`src/rtl/surf5_wbm_arbiter.sv`:
```
// surf5_wbm_arbiter: two-master Wishbone arbiter (round-robin, lock, bus watchdog)
// Shares the WBC bus between the control master (m0) and the VIO bridge (m1).
module surf5_wbm_arbiter #(
    parameter int DAT_W   = 32,
    parameter int ADR_W   = 20,
    parameter int SEL_W   = 4,
    parameter int TMO_CYC = 255
) (
    input  logic             wbc_clk_i,
    input  logic             rst_n_i,
    input  logic             m0_cyc_i,
    input  logic             m0_stb_i,
    input  logic             m0_we_i,
    input  logic             m0_lock_i,
    input  logic [ADR_W-1:0] m0_adr_i,
    input  logic [DAT_W-1:0] m0_dat_i,
    input  logic [SEL_W-1:0] m0_sel_i,
    output logic [DAT_W-1:0] m0_dat_o,
    output logic             m0_ack_o,
    output logic             m0_err_o,
    output logic             m0_rty_o,
    input  logic             m1_cyc_i,
    input  logic             m1_stb_i,
    input  logic             m1_we_i,
    input  logic             m1_lock_i,
    input  logic [ADR_W-1:0] m1_adr_i,
    input  logic [DAT_W-1:0] m1_dat_i,
    input  logic [SEL_W-1:0] m1_sel_i,
    output logic [DAT_W-1:0] m1_dat_o,
    output logic             m1_ack_o,
    output logic             m1_err_o,
    output logic             m1_rty_o,
    output logic             cyc_o,
    output logic             stb_o,
    output logic             we_o,
    output logic [ADR_W-1:0] adr_o,
    output logic [DAT_W-1:0] dat_o,
    output logic [SEL_W-1:0] sel_o,
    input  logic [DAT_W-1:0] dat_i,
    input  logic             ack_i,
    input  logic             err_i,
    input  logic             rty_i,
    output logic [1:0]       grant_o,
    output logic             timeout_o,
    output logic [15:0]      timeout_cnt_o
);
    typedef enum logic [2:0] {IDLE, OWN0, OWN1, ABORT0, ABORT1} state_t;

    state_t      state, state_nxt;
    logic        last, own0, own1, sel1, stall, tmo;
    logic [15:0] wdt;

    assign own0 = state == OWN0;
    assign own1 = state == OWN1;
    assign sel1 = own1 || state == ABORT1;

    assign cyc_o = own0 ? m0_cyc_i : own1 ? m1_cyc_i : 1'b0;
    assign stb_o = own0 ? m0_stb_i : own1 ? m1_stb_i : 1'b0;
    assign we_o  = own0 ? m0_we_i  : own1 ? m1_we_i  : 1'b0;
    assign adr_o = sel1 ? m1_adr_i : m0_adr_i;
    assign dat_o = sel1 ? m1_dat_i : m0_dat_i;
    assign sel_o = sel1 ? m1_sel_i : m0_sel_i;

    // A termination in the limit cycle wins over the watchdog
    assign stall = (own0 || own1) && stb_o && !(ack_i || err_i || rty_i);
    assign tmo   = stall && wdt == 16'(TMO_CYC - 1);

    assign m0_dat_o = dat_i;
    assign m1_dat_o = dat_i;
    assign m0_ack_o = own0 && ack_i;
    assign m0_err_o = own0 && (err_i || tmo);
    assign m0_rty_o = own0 && rty_i;
    assign m1_ack_o = own1 && ack_i;
    assign m1_err_o = own1 && (err_i || tmo);
    assign m1_rty_o = own1 && rty_i;

    assign grant_o   = {sel1, own0 || state == ABORT0};
    assign timeout_o = tmo;

    always_comb begin
        state_nxt = state;
        case (state)
            IDLE:    state_nxt = m0_cyc_i && (!m1_cyc_i || last) ? OWN0 : m1_cyc_i ? OWN1 : IDLE;
            OWN0:    state_nxt = tmo ? ABORT0 : !m0_cyc_i && !m0_lock_i ? IDLE : OWN0;
            OWN1:    state_nxt = tmo ? ABORT1 : !m1_cyc_i && !m1_lock_i ? IDLE : OWN1;
            ABORT0:  state_nxt = m0_cyc_i ? ABORT0 : IDLE;
            ABORT1:  state_nxt = m1_cyc_i ? ABORT1 : IDLE;
            default: state_nxt = IDLE;
        endcase
    end

    always_ff @(posedge wbc_clk_i or negedge rst_n_i) begin
        if (!rst_n_i) begin
            state         <= IDLE;
            last          <= 1'b1;
            wdt           <= '0;
            timeout_cnt_o <= '0;
        end else begin
            state <= state_nxt;
            if (state == IDLE && state_nxt != IDLE)
                last <= state_nxt == OWN1;
            wdt <= stall && !tmo ? wdt + 16'd1 : 16'd0;
            if (tmo && timeout_cnt_o != 16'hFFFF)
                timeout_cnt_o <= timeout_cnt_o + 16'd1;
        end
    end
endmodule

```
`config.mk`:
```
export PLATFORM = sky130hd
export DESIGN_NAME = surf5_wbm_arbiter
export DESIGN_NICKNAME = d
export VERILOG_FILES = /design/src/rtl/surf5_wbm_arbiter.sv
export SDC_FILE = /design/constraint.sdc
export NUM_CORES = 1
export LEC_CHECK = 0
export ABC_AREA = 0
export ABC_CLOCK_PERIOD_IN_PS = 2770
export CAP_MARGIN = 20
export CELL_PAD_IN_SITES_DETAIL_PLACEMENT = 0
export CELL_PAD_IN_SITES_GLOBAL_PLACEMENT = 1
export CORE_ASPECT_RATIO = 0.5
export CORE_UTILIZATION = 20
export DETAILED_ROUTE_END_ITERATION = 7
export PLACE_DENSITY_LB_ADDON = 0.1
export SYNTH_ARGS = -nofsm -noshare
export SYNTH_HDL_FRONTEND = slang
export SYNTH_SLANG_ARGS = --single-unit
```
`constraint.sdc`:
```
create_clock -name wbc_clk_i -period 2.77 [get_ports wbc_clk_i]
set_input_delay 0.277 -clock wbc_clk_i [delete_from_list [all_inputs] [get_ports wbc_clk_i]]
set_output_delay 0.277 -clock wbc_clk_i [all_outputs]
set_load 0.01 [all_outputs]
```
==> metrics <==
First-pass DRT Iterations 4; Post-Layout Cell Count roughly 660; Worst setup SP type flop; P_leak 1.90 nW; die footprint approximately 0.016 mm²; Synth Warn # 0; hold-fix buffers at CTS 0; Avg Vias per Cell 4.06; critical path type flop to output pin; vias in the first global route 2713; total CTS buffers 5; worst-path fanout max 57; final instance area 0.00500 mm²; Crit. End Element output pin; share of post-route cells with drive strength above 1 16.3%; Final GP Congestion 0.750; Final Net Count between 600 and 700; final clock skew between 0.005 and 0.006 ns; fin util 34.3%; commonest cells in the netlist buf_4 (65), mux2_2 (58), dfrtp_1 (35); post-synthesis cell type count 38; most common cell in the netlist buf_4; Sink Count 36; clk_lat worst skew 0.27 ns; final-report setup violation count 0; Die Ht 88.8 µm; slack of the critical path 0.146 ns; placed insts 650; WP data arrival 2.35 ns; status complete, no violations; CTS tree done; Ports 305; Largest stage delay, worst path 0.50 ns; WL/cell 17.0 µm; PwrDens between 500 and 600 mW/mm²; FMAX 381 MHz; number of flops mapped to enable cells by yosys 0; total congestion overflow 0; setup TNS 0 ns; Starting Density between 20% and 30%; Slew Viols, Final 0; Tcrit/Tclk final 94.7%; Main synth FF type dfrtp_1; Iteration-0 DRC Markers 57; Final Hold Vio Count 0; Hold Crit Class input pin to asynchronous set/reset pin; Least-Margin Pin Slew 0.856 ns; # Post-CTS Setup Buffers 0; mapped cell area 0.00302 mm²; Synth Area per Inst around 9.5 µm²; antenna viol nets, final 0; row count 31; worst r2r src timeout_cnt_o[0]$_DFFE_PN0P_; Total GRT Usage 13.6%; Worst-path clk slew 0.06 ns; final WL 11.2 mm; clk buf depth 2; Worst EP required approximately 2.5 ns; ANT cells 0; clk root buf clkbuf_16; Mapped Cells 317; RSZ-0062 raised after global routing false; Placement Cell Area a little under 0.005 mm²; Synth area leaders dfrtp_1 (29%), mux2_2 (22%), buf_4 (16%); initial antenna violation count 0; syn_nets 477; sequential element share of the synthesized area 29.9%; Slew headroom 43.0%; Yosys top cell by area dfrtp_1; largest net degree at the start of global routing 58; FILL cells 1512; setup slack at placement 0.128 ns; Synth async-reset ratio 100%; #FFs+latches synth 36; Slowest cell on crit path clkdlybuf4s50_1; Synth top area share 29.0%; Hold Slack approximately 0.11 ns; vias post-DR roughly 2700; Max-Cap Viols 0; Die X 176 µm; P&R area growth vs syn 65.7%; number of remaining DRC errors 0; Core ar. 0.0146 mm²; crit path cell chain buf_4 -> xnor2_1 -> nor2_4 -> buf_12 -> mux2_2 -> clkdlybuf4s50_1; min Tclk post-route around 2.6 ns; overall power ~2.6 mW; crit path from state[2]$_DFF_PN0_; PostCTS Resize Cnt 0; Port Buffer Count between 200 and 250; H-tree lvl count 2; global-route wire length before repair 16.4 mm; dpl hpwl just over 9 mm; maximum VDD drop 0.000229 V
-- flip-flops by register name, indices dropped and copies added (netlist names) --
register	flops
last	1
timeout_cnt_o	16
state	3
wdt	16
-- power by group --
group | switching, mW | total [mW] | internal (mW)
registers | 0.0421 | 0.596 | 0.554
clock network | 0.205 | 0.564 | 0.359
logic | 0.537 | 1.40 | 0.859
-- routing by layer --
metal / share of wire [%] / vias to the layer above / track usage (%) / routed length, µm
li1: - / 1319 / - / -
met5: 0 / - / 0 / 0
met4: 0.72 / 0 / 2.69 / 81
met3: 6.6 / 11 / 3.57 / 738
met2: 48 / 100 / 22.8 / 5360
met1: 45 / 1242 / 17.9 / 5000
-- cell usage in the layout, fill, tap and decap left out, drive strengths merged, types with 5 or more instances in the layout --
cell           synthesis  final
and3                   6      6
buf                   74      7
clkbuf                 5      8
clkdlybuf4s50          0    205
dfrtp                 35     35
inv                    5      5
mux2                  58     58
nand2                 13     13
nand3                 14     14
nand4                 12     12
nor2                  25     25
nor3                   5      5
xnor2                 17     17
xor2                  12     12
-- kinds of logic after synthesis --
logic type	Yosys count	synth area share, %
adders and majority gates	3	1.24
xor gates and xnor gates	29	8.42
AOI/OAI and AO/OA	14	3.57
buffers and inverters	84	19.1
muxes	58	21.7
DFF	36	29.9
and+or+nand+nor	93	16.1
-- final timing paths --
| check | to | slack, ns | depth (start not counted) |
|---|---|---|---|
| max in group asynchronous | wdt[10]$_DFF_PN0_ | 2.12 | 1 |
| max | adr_o[15] | 0.15 | 6 |
| min reg2reg | wdt[0]$_DFF_PN0_ | 0.51 | 1 |
| min in group wbc_clk_i | wdt[0]$_DFF_PN0_ | 0.51 | 1 |
| min | timeout_cnt_o[8]$_DFFE_PN0P_ | 0.11 | 1 |
| max reg2reg | timeout_cnt_o[1]$_DFFE_PN0P_ | 0.55 | 6 |
-- final cells by class --
class | instances | area, µm² | area share, %
Timing Repair Buffer | 214 | 2140 | 42.8
Multi-Input combinational cell | 197 | 1550 | 30.9
Sequential cell | 36 | 902 | 18.0
Tap cell | 198 | 248 | 4.95
Clock buffer | 8 | 146 | 2.93
Inverter | 5 | 18.8 | 0.375
-- critical path: cells and delay by family, from the launching register on --
kind | cells | cell delay [ns]
buffers and inverters | 3 | 0.94
muxes | 1 | 0.41
DFF | 1 | 0.38
xor gates and xnor gates | 1 | 0.16
and+or+nand+nor | 1 | 0.12
Power figures use the tool's default switching activity.
